===== src/rtl/param_alu_pkg.sv =====
// Shared constants, FSM state type and helpers for the sequential integer ALU.
// Helpers work on MAX_W-bit values, so WIDTH must stay below MAX_W.
package param_alu_pkg;
  localparam int MAX_W = 64;

  localparam logic [3:0] OP_ADD = 4'b1000;
  localparam logic [3:0] OP_SUB = 4'b0100;
  localparam logic [3:0] OP_MUL = 4'b0010;
  localparam logic [3:0] OP_DIV = 4'b0001;

  typedef enum logic [1:0] {IDLE, MUL_IT, DIV_IT, DIV_FIX} state_t;

  // Callers sign-extend (or zero-extend) to MAX_W bits first.
  function automatic logic [MAX_W-1:0] mag(input logic [MAX_W-1:0] v);
    return v[MAX_W-1] ? (~v + 1'b1) : v;
  endfunction

  function automatic logic is_onehot(input logic [3:0] o);
    return (o != 4'b0000) && ((o & (o - 4'd1)) == 4'b0000);
  endfunction
endpackage


===== src/rtl/param_alu_if.sv =====
// Request/result bundle between the operand registers and the ALU.
// Handshake: a request is taken on a rising edge where start=1 and busy=0; done pulses
// for one cycle when res_hi/res_lo/flags become valid, and they hold until the next take.
interface param_alu_if #(parameter int WIDTH = 8);
  import param_alu_pkg::*;

  logic             start;
  logic [3:0]       op;
  logic             sign;
  logic [WIDTH-1:0] data1;
  logic [WIDTH-1:0] data2;
  logic [WIDTH-1:0] res_hi;
  logic [WIDTH-1:0] res_lo;
  logic             ovf;
  logic             dz;
  logic             bad_op;
  logic             busy;
  logic             done;
  state_t           dbg_state;

  modport master (output start, op, sign, data1, data2,
                  input  res_hi, res_lo, ovf, dz, bad_op, busy, done, dbg_state);
  modport slave  (input  start, op, sign, data1, data2,
                  output res_hi, res_lo, ovf, dz, bad_op, busy, done, dbg_state);
endinterface


===== src/rtl/param_alu_div_step.sv =====
// One restoring-division step: shift the next dividend bit into the partial remainder
// and subtract the divisor if it fits.
module param_alu_div_step #(parameter int WIDTH = 8) (
  input  logic [WIDTH:0]   rem_in,
  input  logic             bit_in,
  input  logic [WIDTH-1:0] divisor,
  output logic [WIDTH:0]   rem_out,
  output logic             q_bit
);
  logic [WIDTH+1:0] shifted;
  logic [WIDTH+1:0] diff;

  assign shifted = {rem_in, bit_in};
  assign diff    = shifted - {2'b00, divisor};
  assign q_bit   = ~diff[WIDTH+1];
  assign rem_out = q_bit ? diff[WIDTH:0] : shifted[WIDTH:0];
endmodule


===== src/rtl/param_alu.sv =====
// Sequential ALU: single-cycle add/sub, radix-2 Booth multiply, restoring divide.
// An accepted request spends one "pending" cycle in IDLE before it completes or iterates.
module param_alu
  import param_alu_pkg::*;
#(
  parameter int WIDTH = 8
) (
  input logic         clk,
  input logic         rst,
  param_alu_if.slave  bus
);
  localparam int CW = $clog2(WIDTH + 2);
  localparam logic [CW-1:0] LAST_MUL = CW'(WIDTH);
  localparam logic [CW-1:0] LAST_DIV = CW'(WIDTH - 1);

  state_t           state, state_n;
  logic             pend;
  logic [CW-1:0]    cnt;
  logic [3:0]       op_r;
  logic             sign_r;
  logic [WIDTH-1:0] a_r, b_r;
  logic [WIDTH:0]   acc, mq, mm, mm_neg;
  logic             mq1;
  logic [WIDTH:0]   rem, rem_n;
  logic [WIDTH-1:0] dq, dsr;
  logic             q_bit, neg_q, neg_r, min_ovf;
  logic             busy, accept;
  logic [WIDTH:0]   in1, in2, la, lb, addsub, acc_sum, acc_n, mq_n;
  logic [MAX_W-1:0] a_mag, b_mag;
  logic             unused_mag_hi;

  assign busy          = (state != IDLE) || pend;
  assign accept        = bus.start && !busy;
  assign bus.busy      = busy;
  assign bus.dbg_state = state;

  always_comb begin
    in1     = {bus.sign & bus.data1[WIDTH-1], bus.data1};
    in2     = {bus.sign & bus.data2[WIDTH-1], bus.data2};
    a_mag   = mag({{(MAX_W-WIDTH){bus.sign & bus.data1[WIDTH-1]}}, bus.data1});
    b_mag   = mag({{(MAX_W-WIDTH){bus.sign & bus.data2[WIDTH-1]}}, bus.data2});
    la      = {sign_r & a_r[WIDTH-1], a_r};
    lb      = {sign_r & b_r[WIDTH-1], b_r};
    addsub  = (op_r == OP_SUB) ? (la - lb) : (la + lb);
    // Booth recoding of the multiplier LSB pair, then arithmetic shift of {acc, mq, mq1}
    case ({mq[0], mq1})
      2'b01:   acc_sum = acc + mm;
      2'b10:   acc_sum = acc + mm_neg;
      default: acc_sum = acc;
    endcase
    acc_n = {acc_sum[WIDTH], acc_sum[WIDTH:1]};
    mq_n  = {acc_sum[0], mq[WIDTH:1]};
  end

  assign unused_mag_hi = ^{a_mag[MAX_W-1:WIDTH], b_mag[MAX_W-1:WIDTH]};

  param_alu_div_step #(.WIDTH(WIDTH)) u_div_step (
    .rem_in  (rem),
    .bit_in  (dq[WIDTH-1]),
    .divisor (dsr),
    .rem_out (rem_n),
    .q_bit   (q_bit)
  );

  always_ff @(posedge clk or negedge rst) begin
    if (!rst) state <= IDLE;
    else      state <= state_n;
  end

  always_comb begin
    state_n = state;
    case (state)
      IDLE: begin
        if (pend && op_r == OP_MUL)                      state_n = MUL_IT;
        else if (pend && op_r == OP_DIV && b_r != '0)    state_n = DIV_IT;
      end
      MUL_IT:  if (cnt == LAST_MUL) state_n = IDLE;
      DIV_IT:  if (cnt == LAST_DIV) state_n = DIV_FIX;
      DIV_FIX: state_n = IDLE;
      default: state_n = IDLE;
    endcase
  end

  always_ff @(posedge clk or negedge rst) begin
    if (!rst) begin
      pend <= 1'b0;  cnt <= '0;  op_r <= '0;  sign_r <= 1'b0;
      a_r <= '0;  b_r <= '0;  acc <= '0;  mq <= '0;  mq1 <= 1'b0;
      mm <= '0;  mm_neg <= '0;  rem <= '0;  dq <= '0;  dsr <= '0;
      neg_q <= 1'b0;  neg_r <= 1'b0;  min_ovf <= 1'b0;
      bus.res_hi <= '0;  bus.res_lo <= '0;  bus.ovf <= 1'b0;
      bus.dz <= 1'b0;  bus.bad_op <= 1'b0;  bus.done <= 1'b0;
    end else begin
      bus.done <= 1'b0;
      if (accept) begin
        pend   <= 1'b1;  cnt <= '0;
        op_r   <= bus.op;  sign_r <= bus.sign;
        a_r    <= bus.data1;  b_r <= bus.data2;
        mm     <= in1;  mm_neg <= ~in1 + 1'b1;
        acc    <= '0;  mq <= in2;  mq1 <= 1'b0;
        rem    <= '0;  dq <= a_mag[WIDTH-1:0];  dsr <= b_mag[WIDTH-1:0];
        neg_q  <= bus.sign & (bus.data1[WIDTH-1] ^ bus.data2[WIDTH-1]);
        neg_r  <= bus.sign & bus.data1[WIDTH-1];
        min_ovf <= bus.sign && (bus.data1 == {1'b1, {(WIDTH-1){1'b0}}}) && (bus.data2 == '1);
        bus.res_hi <= '0;  bus.res_lo <= '0;  bus.ovf <= 1'b0;
        bus.dz <= 1'b0;  bus.bad_op <= 1'b0;
      end else if (pend) begin
        pend <= 1'b0;
        if (!is_onehot(op_r)) begin
          bus.bad_op <= 1'b1;
          bus.done   <= 1'b1;
        end else if (op_r == OP_ADD || op_r == OP_SUB) begin
          bus.res_lo <= addsub[WIDTH-1:0];
          bus.res_hi <= sign_r ? {WIDTH{addsub[WIDTH-1]}} : {{(WIDTH-1){1'b0}}, addsub[WIDTH]};
          bus.ovf    <= sign_r ? (addsub[WIDTH] ^ addsub[WIDTH-1]) : addsub[WIDTH];
          bus.done   <= 1'b1;
        end else if (op_r == OP_DIV && b_r == '0) begin
          bus.res_lo <= '1;
          bus.res_hi <= a_r;
          bus.dz     <= 1'b1;
          bus.done   <= 1'b1;
        end
      end else begin
        case (state)
          MUL_IT: begin
            acc <= acc_n;  mq <= mq_n;  mq1 <= mq[0];  cnt <= cnt + 1'b1;
            if (cnt == LAST_MUL) begin
              bus.res_hi <= {acc_n[WIDTH-2:0], mq_n[WIDTH]};
              bus.res_lo <= mq_n[WIDTH-1:0];
              bus.done   <= 1'b1;
            end
          end
          DIV_IT: begin
            rem <= rem_n;  dq <= {dq[WIDTH-2:0], q_bit};  cnt <= cnt + 1'b1;
          end
          DIV_FIX: begin
            // Quotient truncates toward zero; remainder follows the dividend's sign
            bus.res_lo <= neg_q ? (~dq + 1'b1) : dq;
            bus.res_hi <= neg_r ? (~rem[WIDTH-1:0] + 1'b1) : rem[WIDTH-1:0];
            bus.ovf    <= min_ovf;
            bus.done   <= 1'b1;
          end
          default: ;
        endcase
      end
    end
  end
endmodule


===== src/flat_wrapper.sv =====
// flat-port wrapper written by rule: the top's interface ports become plain ports
module param_alu_flat import param_alu_pkg::*;
#(
  parameter int WIDTH = 8
)
  (clk, rst, bus_start, bus_op, bus_sign, bus_data1, bus_data2, bus_res_hi, bus_res_lo, bus_ovf, bus_dz, bus_bad_op, bus_busy, bus_done, bus_dbg_state);
  param_alu_if #(.WIDTH(WIDTH)) bus_i ();
  input logic clk;
  input logic rst;
  input wire logic [$bits(bus_i.start)-1:0] bus_start;
  input wire logic [$bits(bus_i.op)-1:0] bus_op;
  input wire logic [$bits(bus_i.sign)-1:0] bus_sign;
  input wire logic [$bits(bus_i.data1)-1:0] bus_data1;
  input wire logic [$bits(bus_i.data2)-1:0] bus_data2;
  output wire logic [$bits(bus_i.res_hi)-1:0] bus_res_hi;
  output wire logic [$bits(bus_i.res_lo)-1:0] bus_res_lo;
  output wire logic [$bits(bus_i.ovf)-1:0] bus_ovf;
  output wire logic [$bits(bus_i.dz)-1:0] bus_dz;
  output wire logic [$bits(bus_i.bad_op)-1:0] bus_bad_op;
  output wire logic [$bits(bus_i.busy)-1:0] bus_busy;
  output wire logic [$bits(bus_i.done)-1:0] bus_done;
  output wire logic [$bits(bus_i.dbg_state)-1:0] bus_dbg_state;
  assign bus_i.start = bus_start;
  assign bus_i.op = bus_op;
  assign bus_i.sign = bus_sign;
  assign bus_i.data1 = bus_data1;
  assign bus_i.data2 = bus_data2;
  assign bus_res_hi = bus_i.res_hi;
  assign bus_res_lo = bus_i.res_lo;
  assign bus_ovf = bus_i.ovf;
  assign bus_dz = bus_i.dz;
  assign bus_bad_op = bus_i.bad_op;
  assign bus_busy = bus_i.busy;
  assign bus_done = bus_i.done;
  assign bus_dbg_state = bus_i.dbg_state;
  param_alu #(.WIDTH(WIDTH)) u_core (.clk(clk), .rst(rst), .bus(bus_i));
endmodule

===== config.mk =====
export PLATFORM = sky130hd
export DESIGN_NAME = param_alu_flat
export DESIGN_NICKNAME = d
export VERILOG_FILES = /design/src/rtl/param_alu_pkg.sv /design/src/rtl/param_alu_if.sv /design/src/rtl/param_alu_div_step.sv /design/src/rtl/param_alu.sv /design/src/flat_wrapper.sv
export SDC_FILE = /design/constraint.sdc
export NUM_CORES = 1
export LEC_CHECK = 0
export ABC_AREA = 1
export CAP_MARGIN = 30
export CELL_PAD_IN_SITES_DETAIL_PLACEMENT = 1
export CELL_PAD_IN_SITES_GLOBAL_PLACEMENT = 2
export CORE_MARGIN = 2
export CORE_UTILIZATION = 37
export DETAILED_ROUTE_END_ITERATION = 10
export PLACE_DENSITY_LB_ADDON = 0.1
export SLEW_MARGIN = 20
export SYNTH_ARGS = -nofsm -noshare
export SYNTH_HDL_FRONTEND = slang
export SYNTH_HIERARCHICAL = 1
export SYNTH_SLANG_ARGS = --single-unit
export TNS_END_PERCENT = 20

===== constraint.sdc =====
create_clock -name clk -period 5.15 [get_ports clk]
set_clock_uncertainty 0.1 [all_clocks]
set_input_delay 1.03 -clock clk [delete_from_list [all_inputs] [get_ports clk]]
set_output_delay 1.03 -clock clk [all_outputs]
set_load 0.01 [all_outputs]

==> results.sh <==
export IMPL_timing_setup_critical_path_class="flop to output port"
export IMPL_netSwitchingFraction_pct=52.4
export IMPL_worst_pin_slew_ns=0.894
export IMPL_cts_tree="yes"
export IMPL_insertedDiodeCount=0
export IMPL_period_share_pct=66.6
export IMPL_clock_path_buffers=2
export IMPL_number_of_hold_buffers_added_after_cts=0
export IMPL_yosysWarningCount=6
export IMPL_ant_nets=0
export IMPL_grt_usage_pct=24.2
export IMPL_die_h_um=142
export IMPL_post_synth_instance_area_mm2=0.00703
export IMPL_path_delay_family="flip-flops"
export IMPL_grt_pass1_vias=6738
export IMPL_drcViolationCount=0
export IMPL_maximum_number_of_pins_on_one_net_before_global_route_repair=51
export IMPL_end_kind="output port"
export IMPL_cp_num_cells=3
export IMPL_power_ir_vdd_worst_mv=0.293
export IMPL_timing_final_setup_violations=0
export IMPL_core_region_area_mm2=0.0186
export IMPL_routedWlPerCell_um=18.2
export IMPL_slowest_stage="dfrtp_1"
export IMPL_synth_main_ff_cell="dfrtp_1"
export IMPL_mostFrequentLayoutCells="nand2_1 (284), inv_1 (147), dfrtp_1 (101)"
export IMPL_comb_power_share_pct=64.5
export IMPL_fin_area_mm2=0.00798
export IMPL_launching_element_type_of_the_critical_path="flop"
export IMPL_maxSlewHeadroom_pct=40.4
export IMPL_gp_weighted_congestion=0.827
export IMPL_numPortBuffers=46
export IMPL_total_power_uw=6110
export IMPL_floorplan_rows=50
export IMPL_yosys_cell_types_count=49
export IMPL_postSynth_asyncResetShare_pct=100
export IMPL_grt_ovfl_total=0
export IMPL_syn_to_final_growth_pct=13.5
export IMPL_rsz0062_at_grt="false"
export IMPL_fraction_of_layout_cells_with_a_size_suffix_above_1_pct=5.43
export IMPL_floorplan_initialDensity_pct=37.7
export IMPL_timing_final_hold_violations=0
export IMPL_min_delay_path_class="flop to flop"
export IMPL_reg2reg_slack_ns=1.93
export IMPL_cp_data_required_time_ns=4.02
export IMPL_critPathMaxStageDelay_ns=0.89
export IMPL_synth_edf_count=0
export IMPL_critical_path_reg2reg_startpoint="u_core/pend$_DFF_PN0_"
export IMPL_totalNegativeSetupSlack_ns=0
export IMPL_worstHoldPathCells=2
export IMPL_drt_initial_drc_count=319
export IMPL_place_detailed_hpwl_um=18300
export IMPL_clkPwrFrac_pct=11.0
export IMPL_crit_reg2reg_capture="u_core/acc[5]$_DFFE_PN0P_"
export IMPL_antenna_violations_before_repair=0
export IMPL_clk_pin_slew_ns=0.07
export IMPL_leading_cell_type_in_the_layout_fill_and_taps_excluded="nand2_1"
export IMPL_synth_net_count=1053
export IMPL_post_drt_via_cell_ratio=5.20
export IMPL_achievable_frequency_ghz=0.291
export IMPL_synthesis_instances=989
export IMPL_cts_repair_resize_count=0
export IMPL_detailroute_via_count=6576
export IMPL_ys_seq_area_share_pct=36.0
export IMPL_postSynthAreaPerCell_um2=7.11
export IMPL_p_switching_uw=3200
export IMPL_worst_hold_path_endpoint="u_core/bus.res_hi[5]$_DFFE_PN0P_"
export IMPL_leakage_power_uw=0.00410
export IMPL_min_from="u_core/bus.res_hi[5]$_DFFE_PN0P_"
export IMPL_reg2reg_depth=7
export IMPL_cts_root_buffer="clkbuf_16"
export IMPL_postCtsSetupBuffers=0
export IMPL_layout_nets=1090
export IMPL_critical_path_n_buffers_inverters=2
export IMPL_synth_largest_area_cell="dfrtp_1"
export IMPL_cts_buffers_inserted=9
export IMPL_floorplan_io_pins=47
export IMPL_final_period_minus_worst_setup_slack_ns=3.43
export IMPL_ys_seq_elements=101
export IMPL_seq_power_share_pct=24.5
export IMPL_cp_data_arrival_time_ns=2.30
export IMPL_critical_path_peak_fanout=19
export IMPL_htree_levels=3
export IMPL_max_slew_violation_total_from_the_final_report=0
export IMPL_timing_max_cap_violations=0
export IMPL_p_int_uw=2910
export IMPL_ys_top_cells_by_area="dfrtp_1 (36%), nand2_1 (15%), inv_1 (7.9%)"
export IMPL_final_hold_worst_slack_ns=0.383
export IMPL_crit_chain="inv_2 -> nand2_1 -> clkdlybuf4s50_1"
export IMPL_layout_core_utilization_pct=42.8
export IMPL_clock_latency_on_the_worst_skew_pair_ns=0.36
export IMPL_die_width_um=142
export IMPL_grt_pass1_wl_um=37100
export IMPL_synth_top_cell_area_share_pct=36.0
export IMPL_drtPass1Iterations=5
export IMPL_design_die_area_mm2=0.0201
export IMPL_clock_sinks=101
export IMPL_post_dp_cell_area_mm2=0.00770
export IMPL_p_per_area_mw_per_mm2=765
export IMPL_status="finished, final reports clean"
export IMPL_detail_route_wirelength_um=23100
[cell families (layout without fill, tap and decap cells)]
kind of cell / after synthesis / in the layout / synth area share [%]
AO/OA/AOI/OAI: 167 / 167 / 13.7
XOR/XNOR: 25 / 25 / 3.12
adder cells (fa/ha/maj): 40 / 40 / 7.44
buffers and inverters: 180 / 222 / 9.92
flip-flops: 101 / 101 / 36.0
AND/OR/NAND/NOR: 476 / 476 / 29.9
[through the flow]
| step | worst slack [ns] | std cells |
|---|---|---|
| 6_report | 1.72 | 1265 |
| 5_1_grt | 1.61 | 1265 |
| 4_1_cts | 1.71 | 1265 |
| 3_5_place_dp | 1.60 | 1249 |
| 3_3_place_gp | 1.68 | 1249 |
| 2_1_floorplan | 2.68 | 989 |
[how the worst max path moves through the flow]
| stage | start | slack [ns] | to |
|---|---|---|---|
| after CTS | u_core/pend$_DFF_PN0_ | 1.71 | bus_busy |
| final | u_core/pend$_DFF_PN0_ | 1.72 | bus_busy |
| after global placement | bus_start | 1.68 | u_core/acc[2]$_DFFE_PN0P_ |
| after floorplan | u_core/op_r[0]$_DFFE_PN0P_ | 2.68 | u_core/bus.res_hi[5]$_DFFE_PN0P_ |
| after global routing | u_core/pend$_DFF_PN0_ | 1.61 | bus_busy |
| after detailed placement | bus_start | 1.60 | u_core/acc[2]$_DFFE_PN0P_ |
[flip-flops by register name, indices dropped and copies added, names as in the netlist, 2 cells and up]
name and flops:
u_core/mm 2, u_core/b_r 8, u_core/bus.dbg_state 2, u_core/op_r 4, u_core/dq 8, u_core/mm_neg 8, u_core/acc 8, u_core/cnt 4
u_core/a_r 7, u_core/rem 9, u_core/dsr 7, u_core/bus.res_lo 8, u_core/mq 9, u_core/bus.res_hi 8
[final cells by class]
type	count	area (µm²)
fillers	2380	10700
multi-input cells	708	3800
flip-flops and latches	101	2530
inverters	156	586
repair buffers	50	488
well taps	234	293
clock buffers	10	229
clock inverters	6	53.8
[worst min-delay path: stages (launching register included)]
cell,delay [ns]
dfrtp_1,0.35
nand2_1,0.06
nand2_1,0.05
[power groups by stage]
stage          registers [µW]  clock network [µW]  logic, µW
2_1_floorplan            1400                   0       2830
3_3_place_gp             1500                   0       3890
3_5_place_dp             1510                   0       3950
4_1_cts                  1500                 689       3970
5_1_grt                  1540                 721       4500
6_report                 1500                 673       3940
[routing by layer]
| metal | global-route usage, % | vias up | wire (µm) |
|---|---|---|---|
| met1 | 35.5 | 3169 | 11800 |
| met4 | 5.42 | 0 | 299 |
| met2 | 38.3 | 100 | 10400 |
| met5 | 0 | - | 0 |
| met3 | 2.77 | 21 | 656 |
| li1 | - | 3286 | - |
[Yosys cell counts (7+ instances only)]
cell / instances
a21oi_1: 37
buf_2: 14
clkbuf_1: 7
dfrtp_1: 101
ha_1: 37
inv_1: 147
inv_2: 8
nand2_1: 284
nand3_1: 84
nand4_1: 10
nor2_1: 56
o211ai_1: 9
o21ai_0: 84
o221ai_1: 13
xnor2_1: 8
xor2_1: 17
Power figures use the tool's default switching activity.
